<file path="config.mk">
export PLATFORM = sky130hd
export DESIGN_NAME = mips_multicycle_controller
export DESIGN_NICKNAME = d
export VERILOG_FILES = /design/src/rtl/mips_multicycle_controller.sv
export SDC_FILE = /design/constraint.sdc
export NUM_CORES = 1
export LEC_CHECK = 0
export CAP_MARGIN = 20
export CELL_PAD_IN_SITES_DETAIL_PLACEMENT = 1
export CELL_PAD_IN_SITES_GLOBAL_PLACEMENT = 1
export CORE_MARGIN = 2
export CORE_UTILIZATION = 30
export CTS_BUF_LIST = sky130_fd_sc_hd__clkbuf_8
export DETAILED_ROUTE_END_ITERATION = 16
export PLACE_DENSITY = 0.92
export SYNTH_ARGS = -nofsm -noshare
export SYNTH_HDL_FRONTEND = slang
export SYNTH_SLANG_ARGS = --single-unit
</file>
<file path="constraint.sdc">
create_clock -name clk -period 2.34 [get_ports clk]
set_clock_uncertainty 0.1 [all_clocks]
set_input_delay 0.702 -clock clk [delete_from_list [all_inputs] [get_ports clk]]
set_output_delay 0.702 -clock clk [all_outputs]
set_load 0.1 [all_outputs]
</file>
<file path="src/rtl/mips_multicycle_controller.sv">
// ---------------------------------------------------------------------------
// mips_multicycle_controller
//
// Control unit for the multicycle MIPS datapath. It decodes op/funct and
// steps through fetch, decode, execute, memory and writeback. It drives every
// datapath enable and mux select. Each memory-access state can stall for a
// configurable number of extra cycles, so a slower unified memory can sit
// behind the same datapath.
//
// Parameters:
//   MEM_WAIT    extra stall cycles in FETCH, MEMRD and MEMWR (0..15)
//
// Optional feature (compile-time macro):
//   MIPS_BNE_EN adds bne (op 000101). When the macro is not defined, bne
//               decodes as an illegal opcode.
//
// Ports:
//   clk         rising-edge clock
//   reset       synchronous reset, active low (0 = reset)
//   op, funct   instruction fields from the instruction register
//   zero        ALU zero flag
//   pcen        PC register enable
//   memwrite    memory write strobe
//   irwrite     instruction register enable
//   regwrite    register file write enable
//   iord        memory address select (1 = ALUOut)
//   memtoreg    writeback select (1 = data register)
//   regdst      destination register select (1 = rd)
//   alusrca     ALU A select (1 = register A)
//   alusrcb     ALU B select: 00 B, 01 const 4, 10 signimm, 11 signimm<<2
//   pcsrc       next-PC select: 00 ALUResult, 01 ALUOut, 10 jump target
//   alucontrol  ALU operation
//   illegal     one-cycle pulse in DECODE on an unsupported opcode
// ---------------------------------------------------------------------------
module mips_multicycle_controller #(
  parameter int MEM_WAIT = 0
) (
  input  logic       clk,
  input  logic       reset,
  input  logic [5:0] op,
  input  logic [5:0] funct,
  input  logic       zero,
  output logic       pcen,
  output logic       memwrite,
  output logic       irwrite,
  output logic       regwrite,
  output logic       iord,
  output logic       memtoreg,
  output logic       regdst,
  output logic       alusrca,
  output logic [1:0] alusrcb,
  output logic [1:0] pcsrc,
  output logic [2:0] alucontrol,
  output logic       illegal
);

  localparam logic [5:0] OP_LW    = 6'b100011;
  localparam logic [5:0] OP_SW    = 6'b101011;
  localparam logic [5:0] OP_RTYPE = 6'b000000;
  localparam logic [5:0] OP_BEQ   = 6'b000100;
  localparam logic [5:0] OP_ADDI  = 6'b001000;
  localparam logic [5:0] OP_J     = 6'b000010;
`ifdef MIPS_BNE_EN
  localparam logic [5:0] OP_BNE   = 6'b000101;
`endif

  localparam logic [3:0] WAIT_MAX = 4'(MEM_WAIT);

  typedef enum logic [3:0] {
    FETCH, DECODE, MEMADR, MEMRD, MEMWB, MEMWR,
    RTYPEEX, RTYPEWB, BEQEX, ADDIEX, ADDIWB, JEX
`ifdef MIPS_BNE_EN
    , BNEEX
`endif
  } state_t;

  state_t     state, next_state, eff_state;
  logic [3:0] wait_cnt;
  logic       wait_done, access_state;
  logic       pcwrite, branch, bne;
  logic       irwrite_s, regwrite_s, memwrite_s, illegal_s;
  logic [1:0] aluop;

  assign wait_done    = (wait_cnt == WAIT_MAX);
  assign access_state = (state == FETCH) || (state == MEMRD) || (state == MEMWR);

  // State register plus stall counter. The counter only runs in the access
  // states and clears as soon as the state moves on.
  always_ff @(posedge clk) begin
    if (!reset) begin
      state    <= FETCH;
      wait_cnt <= '0;
    end else begin
      state <= next_state;
      if (access_state && !wait_done)
        wait_cnt <= wait_cnt + 4'd1;
      else
        wait_cnt <= '0;
    end
  end

  // Next state and Moore outputs. While reset is held, decode as FETCH so the
  // mux selects show their fetch values. All enables are then masked below.
  always_comb begin
    eff_state  = reset ? state : FETCH;
    next_state = FETCH;
    pcwrite    = 1'b0;
    branch     = 1'b0;
    bne        = 1'b0;
    irwrite_s  = 1'b0;
    regwrite_s = 1'b0;
    memwrite_s = 1'b0;
    illegal_s  = 1'b0;
    iord       = 1'b0;
    memtoreg   = 1'b0;
    regdst     = 1'b0;
    alusrca    = 1'b0;
    alusrcb    = 2'b00;
    pcsrc      = 2'b00;
    aluop      = 2'b00;

    case (eff_state)
      FETCH: begin
        alusrcb = 2'b01;
        if (wait_done) begin
          irwrite_s  = 1'b1;
          pcwrite    = 1'b1;
          next_state = DECODE;
        end else begin
          next_state = FETCH;
        end
      end
      DECODE: begin
        alusrcb = 2'b11;
        case (op)
          OP_LW, OP_SW: next_state = MEMADR;
          OP_RTYPE:     next_state = RTYPEEX;
          OP_BEQ:       next_state = BEQEX;
          OP_ADDI:      next_state = ADDIEX;
          OP_J:         next_state = JEX;
`ifdef MIPS_BNE_EN
          OP_BNE:       next_state = BNEEX;
`endif
          default: begin
            illegal_s  = 1'b1;
            next_state = FETCH;
          end
        endcase
      end
      MEMADR: begin
        alusrca    = 1'b1;
        alusrcb    = 2'b10;
        next_state = (op == OP_SW) ? MEMWR : MEMRD;
      end
      MEMRD: begin
        iord       = 1'b1;
        next_state = wait_done ? MEMWB : MEMRD;
      end
      MEMWB: begin
        memtoreg   = 1'b1;
        regwrite_s = 1'b1;
      end
      MEMWR: begin
        iord       = 1'b1;
        memwrite_s = wait_done;
        next_state = wait_done ? FETCH : MEMWR;
      end
      RTYPEEX: begin
        alusrca    = 1'b1;
        aluop      = 2'b10;
        next_state = RTYPEWB;
      end
      RTYPEWB: begin
        regdst     = 1'b1;
        regwrite_s = 1'b1;
      end
      BEQEX: begin
        alusrca = 1'b1;
        aluop   = 2'b01;
        pcsrc   = 2'b01;
        branch  = 1'b1;
      end
`ifdef MIPS_BNE_EN
      BNEEX: begin
        alusrca = 1'b1;
        aluop   = 2'b01;
        pcsrc   = 2'b01;
        bne     = 1'b1;
      end
`endif
      ADDIEX: begin
        alusrca    = 1'b1;
        alusrcb    = 2'b10;
        next_state = ADDIWB;
      end
      ADDIWB: begin
        regwrite_s = 1'b1;
      end
      JEX: begin
        pcsrc   = 2'b10;
        pcwrite = 1'b1;
      end
      default: next_state = FETCH;
    endcase

    irwrite  = reset & irwrite_s;
    regwrite = reset & regwrite_s;
    memwrite = reset & memwrite_s;
    illegal  = reset & illegal_s;
`ifdef MIPS_BNE_EN
    pcen = reset & (pcwrite | (branch & zero) | (bne & ~zero));
`else
    pcen = reset & (pcwrite | (branch & zero) | (bne & 1'b0));
`endif
  end

  // ALU decoder. For R-type instructions, an unknown funct falls back to add.
  always_comb begin
    alucontrol = 3'b010;
    case (aluop)
      2'b00: alucontrol = 3'b010;
      2'b01: alucontrol = 3'b110;
      default: begin
        case (funct)
          6'b100000: alucontrol = 3'b010;
          6'b100010: alucontrol = 3'b110;
          6'b100100: alucontrol = 3'b000;
          6'b100101: alucontrol = 3'b001;
          6'b101010: alucontrol = 3'b111;
          default:   alucontrol = 3'b010;
        endcase
      end
    endcase
  end

endmodule

</file>
==> flow_summary.json, run 1 <==
{
  "outcome": "finished with violations",
  "violations": "negative setup slack",
  "finalHoldViolCount": 0,
  "worstSetupEndpointType": "output pin",
  "setup_tns_ns": -1.030,
  "finalSetupViolCount": 9,
  "drcViolationCount": 0,
  "ys.flop_type": "dfxtp_1",
  "grt_pass1_vias": 1208,
  "tritoncts": "done",
  "worst-setup-path-type": "flip-flop to output pin",
  "clock_path_buffers": 2,
  "cp-startpoint": "wait_cnt[0]",
  "routed_wl_mm": 4.772,
  "worst_setup_path_start_kind": "flip-flop",
  "firstDrtPassIters": 4,
  "worst-path-buf-inv": 2,
  "drv_slew": 0,
  "vdd_drop_max_mv": 0.6124,
  "syn_to_final_growth_pct": 143.7,
  "cts-htree-levels": 1,
  "grt_overflow": 0,
  "cts_buffers": 3,
  "cts.sinks": 8,
  "cp_cell_sequence": "inv_2 -> ha_4 -> or3b_4 -> o21ai_4 -> nand2_2 -> a21oi_4 -> buf_12",
  "slowest_delay_ns": 0.41,
  "synth_fp_nets": 123,
  "hp-start": "wait_cnt[0]",
  "dieArea_sq_um": 2968,
  "core_sq_um": 2455,
  "fp.dieW_um": 54.48,
  "synth-seq-cells": 8,
  "leakage_nw": 0.7617,
  "async_flop_share": 0,
  "wire_per_inst_um": 23.62,
  "grt_use_total": 0.2951,
  "grt_max_degree": 16,
  "syn_area_sq_um": 764.5,
  "placementRows": 18,
  "power.density_nw_per_um2": 291.2,
  "portBuffers": 30,
  "n_antenna_cell": 0,
  "drive_gt1_frac": 0.6802,
  "p_sw_uw": 194.4,
  "start_util": 0.3114,
  "place_hpwl_mm": 3.106,
  "grt_pass1_wl_mm": 6.065,
  "fin_crit_ns": 2.577,
  "yosysUniqueCellTypes": 40,
  "max_slew_margin": 0.7419,
  "routabilityCongestion": 0.8752,
  "final_antenna_net_count": 0,
  "holdBufCountCts": 0,
  "comb_power_share": 0.431,
  "hp-class": "flip-flop to flip-flop",
  "swShare": 0.3582,
  "ys_seq_area_frac": 0.2095,
  "setup_ws_ns": -0.2366,
  "worstPathRequired_ns": 1.54,
  "crit_family": "simple AND/OR/NAND/NOR gates",
  "ios": 31,
  "vias_per_cell": 5.782,
  "internal-power_uw": 348.2,
  "worstMarginPinSlew_ns": 0.3835,
  "avgSynthCellArea_sq_um": 7.212,
  "fmax_mhz": 388.1,
  "r2r_start": "wait_cnt[0]",
  "ys_warn_count": 0,
  "synth_edf_count": 0,
  "seq_power_share": 0.264,
  "vias": 1168,
  "syn_inst": 106,
  "arrival_ns": 1.77,
  "cp_max_fo": 2,
  "crit_slowest_cell": "or3b_4",
  "rsz0062_at_grt": "true",
  "timing.final.crit_share": 1.101,
  "drv_cap": 0,
  "drt_iter0_drc": 7,
  "clkSlewWorstSetupHoldPaths_ns": 0.04,
  "final_nets": 191,
  "die_y_um": 54.48,
  "clk_latency_ns": 0.23,
  "cts-root-buf": "clkbuf_8",
  "post-route-util": 0.7589,
  "clkPwrFrac": 0.305,
  "grt_antenna_before_repair": 0,
  "fillCellCount": 234
}
==> state kept, by name, summed over array words and instances (netlist names) <==
| signal | count |
|---|---|
| wait_cnt | 4 |
| state | 4 |
==> worst reg2reg max path, delay by kind of cell, from the launching register on <==
kind / cells / cell delay [ns]
simple gates: 1 / 0.41
flops: 1 / 0.33
compound gates: 3 / 0.58
buf+inv: 3 / 0.42
fa+ha+maj: 1 / 0.13
==> cells in the mapped netlist, types with 2 or more instances <==
library cell  number  area share
xnor2_1            2       0.023
nor3b_1            2       0.020
nor2b_1            2       0.016
buf_2              2       0.013
a22oi_1            2       0.020
and2_1             3       0.025
clkbuf_1           2      0.0098
o21ai_0            6       0.039
o31ai_1            3       0.029
nand2_1            8       0.039
a21oi_1            4       0.026
nor3_1             5       0.033
inv_1              5       0.025
buf_6              2       0.029
nor4_1             2       0.016
nand3_1            5       0.033
dfxtp_1            8        0.21
ha_1               2       0.033
nor2_1            14       0.069
nor4b_1            2       0.023
xor2_1             5       0.057
nand2b_1           2       0.016
==> layout by cell type (no fill, tap or decap), types with 3 or more instances in the layout <==
cell | netlist | routed
buf_4 | 1 | 37
buf_12 | 0 | 17
nor2_1 | 14 | 8
buf_2 | 2 | 8
nor2_4 | 0 | 5
dfxtp_2 | 0 | 5
nor3_4 | 0 | 4
nand3_1 | 5 | 4
xor2_1 | 5 | 4
buf_8 | 0 | 4
nand2_1 | 8 | 3
clkbuf_8 | 0 | 3
==> power groups by stage <==
stage / clock, mW / combinational (mW) / sequential, mW
after floorplan: 0 / 0.110 / 0.143
after global placement: 0 / 0.195 / 0.143
after detailed placement: 0 / 0.206 / 0.144
after CTS: 0.166 / 0.215 / 0.142
after global routing: 0.172 / 0.244 / 0.143
final: 0.165 / 0.234 / 0.143
==> metal layers <==
layer / track usage / wire, um
met5: 0 / 0
met4: 0.1125 / 246
met3: 0.04645 / 269
met2: 0.6165 / 2609
met1: 0.2768 / 1647
==> stage by stage <==
stage               power [mW]  instances  setup WS [ns]  instance area [sq um]  hold WS [ns]
floorplan               0.2531        106        -0.4784                  954.7        0.3070
CTS                     0.5229        197        -0.2044                   1752        0.4209
global route            0.5590        202        -0.3192                   1863        0.4676
finish                  0.5426        202        -0.2366                   1863        0.4581
detailed placement      0.3497        189        -0.6346                   1614        0.3965
global placement        0.3379        189        -0.5490                   1614        0.3857
==> area by class of cell <==
| type | instances | area (sq um) | area share |
|---|---|---|---|
| inverters | 5 | 22.52 | 0.01209 |
| repair buffers | 70 | 757.0 | 0.4063 |
| well taps | 30 | 37.54 | 0.02015 |
| multi-input cells | 86 | 834.6 | 0.4480 |
| clock buffers | 3 | 41.29 | 0.02216 |
| flip-flops and latches | 8 | 170.2 | 0.09134 |
==> cell families (layout without fill, tap and decap cells) <==
group	after synthesis	in the layout	synth area share
AND/OR/NAND/NOR	52	52	0.3633
XOR/XNOR	7	7	0.08020
AO/OA/AOI/OAI	24	24	0.2144
multiplexers	1	1	0.01309
flip-flops	8	8	0.2095
buffers and inverters	12	78	0.08675
adder cells (fa/ha/maj)	2	2	0.03273
==> final timing paths <==
| check | to | slack, ns | cells past startpoint |
|---|---|---|---|
| min reg2reg | wait_cnt[0] | 0.46 | 2 |
| max | pcen | -0.24 | 7 |
| min | wait_cnt[0] | 0.46 | 2 |
| max reg2reg | state[1] | 0.24 | 8 |
==> what timing repair did <==
item	CTS	global route
resized for setup	75	25
endpoints found under the setup margin	19	11
pin swaps	15	14
cloned	0	0
setup buffers	5	6
Note: power is estimated with default switching activity, not from simulation.
==> run 2, diff against run 1 <==
HOLD_SLACK_MARGIN = 0.02   (was not set)
REMOVE_ABC_BUFFERS = 1   (was not set)
==> run 2 against run 1 <==
- the run still ends with negative setup slack left
- sequential power is essentially flat
- power grew 1.2%
- worst setup slack lost 0.054 ns
- count of clock-buffer cells in the layout is the same
- clock power grew 5%
- non-clock buffer count grew 4
- critical path depth is the same
- routed wire length grew 7.7%
- critical endpoint unchanged
- highest routed layer unchanged
==> flow_summary.json, run 2 (synthesized netlist as in run 1, its figures left out) <==
{
  "drv_slew": 0,
  "drt_iter0_drc": 39,
  "leakage_nw": 0.7788,
  "hp-class": "flip-flop to flip-flop",
  "rsz0062_at_grt": "true",
  "grt_use_total": 0.3108,
  "top_regs": "state (4), wait_cnt (4)",
  "finalSetupViolCount": 10,
  "fp.dieW_um": 54.48,
  "vdd_drop_max_mv": 0.3613,
  "fin_crit_ns": 2.630,
  "n_antenna_cell": 0,
  "die_y_um": 54.48,
  "vias": 1219,
  "vias_per_cell": 5.917,
  "setup_ws_ns": -0.2904,
  "fmax_mhz": 380.2,
  "clock_path_buffers": 2,
  "tritoncts": "done",
  "cts-htree-levels": 1,
  "power.density_nw_per_um2": 303.2,
  "setup_tns_ns": -0.9084,
  "cts.sinks": 8,
  "worst-setup-path-type": "flip-flop to output pin",
  "worst_setup_path_start_kind": "flip-flop",
  "firstDrtPassIters": 4,
  "outcome": "finished with violations",
  "drv_cap": 0,
  "dieArea_sq_um": 2968,
  "violations": "negative setup slack",
  "worstSetupEndpointType": "output pin",
  "start_util": 0.3114,
  "grt_pass1_wl_mm": 6.210,
  "mostFrequentLayoutCell": "buf_4",
  "routed_wl_mm": 5.141,
  "drive_gt1_frac": 0.6648,
  "stdcell_area_sq_um": 1810,
  "cts_buffers": 3,
  "place_hpwl_mm": 2.420,
  "wire_per_inst_um": 24.96,
  "grt_max_degree": 16,
  "p_total_uw": 548.9,
  "worstPathRequired_ns": 1.54,
  "arrival_ns": 1.83,
  "grt_overflow": 0,
  "portBuffers": 30,
  "holdBufCountCts": 0,
  "cp_max_fo": 2,
  "finalHoldViolCount": 0,
  "drcViolationCount": 0,
  "final_antenna_net_count": 0,
  "timing.final.crit_share": 1.124,
  "placementRows": 18,
  "placed_area_sq_um": 1448,
  "clk_latency_ns": 0.24,
  "final_cell_mix": "buf_4, buf_12, nor2_1",
  "cts-root-buf": "clkbuf_8",
  "core_sq_um": 2455,
  "worstMarginPinSlew_ns": 0.4519,
  "routabilityCongestion": 0.8764,
  "grt_antenna_before_repair": 0,
  "grt_pass1_vias": 1223,
  "max_slew_margin": 0.6959,
  "final_nets": 195,
  "syn_to_final_growth_pct": 136.8,
  "ios": 31,
  "clkSlewWorstSetupHoldPaths_ns": 0.05
}
run 2: cell types whose count changed in the layout (fill, tap and decap cells not counted), sizes merged:
cell,previous run,this run
dlygate4sd2,2,3
buf,67,69
clkinvlp,1,0
clkdlybuf4s15,1,0
inv,4,5
clkbuf,3,5
run 2: per-stage QoR:
step | std cells | hold slack, ns | setup WS, ns | utilization
floorplan | 99 | 0.3297 | -2.245 | -
global placement | 190 | 0.3887 | -0.5809 | 0.5897
detailed placement | 190 | 0.4141 | -0.6707 | 0.5897
CTS | 205 | 0.4497 | -0.1910 | 0.6957
global route | 206 | 0.5179 | -0.3234 | 0.7375
finish | 206 | 0.4956 | -0.2904 | 0.7375
run 2: timing repair:
action,in CTS,in global routing
setup buffers,12,1
gates resized for setup,89,28
setup endpoints to repair,19,14
pin swaps,16,15
run 2: final timing paths:
check              startpoint  slack (ns)  depth (start not counted)       end
setup / recovery  wait_cnt[0]       -0.29                          7      pcen
setup reg to reg  wait_cnt[0]        0.28                          8  state[1]
hold / removal       state[0]        0.50                          3  state[0]
hold reg to reg      state[0]        0.50                          3  state[0]
run 2: area by class of cell:
cell class,count,area (sq um)
repair buffers,74,777.0
multi-input cells,86,760.7
fillers,246,644.4
flip-flops and latches,8,175.2
clock buffers,3,41.29
well taps,30,37.54
inverters,5,18.77
run 2: power breakdown:
part	internal, mW	total (mW)	switching (mW)	leakage, nW
logic	0.0982	0.235	0.137	0.689
clock network	0.112	0.174	0.0617	0.0216
registers	0.137	0.140	0.00335	0.0684
run 2: worst max-delay path: stages (launching register included):
cell and delay [ns]:
dfxtp_2 0.33, inv_2 0.07, ha_4 0.11, or3b_4 0.38
o21ai_2 0.13, nand2_1 0.11, a21oi_2 0.25, buf_12 0.21
run 2: layer usage:
metal	routed length (um)	GRT usage	up-vias
met5	0	0	-
met4	376	0.1250	0
li1	-	-	518
met3	382	0.05464	38
met2	2654	0.6265	92
met1	1728	0.3043	571
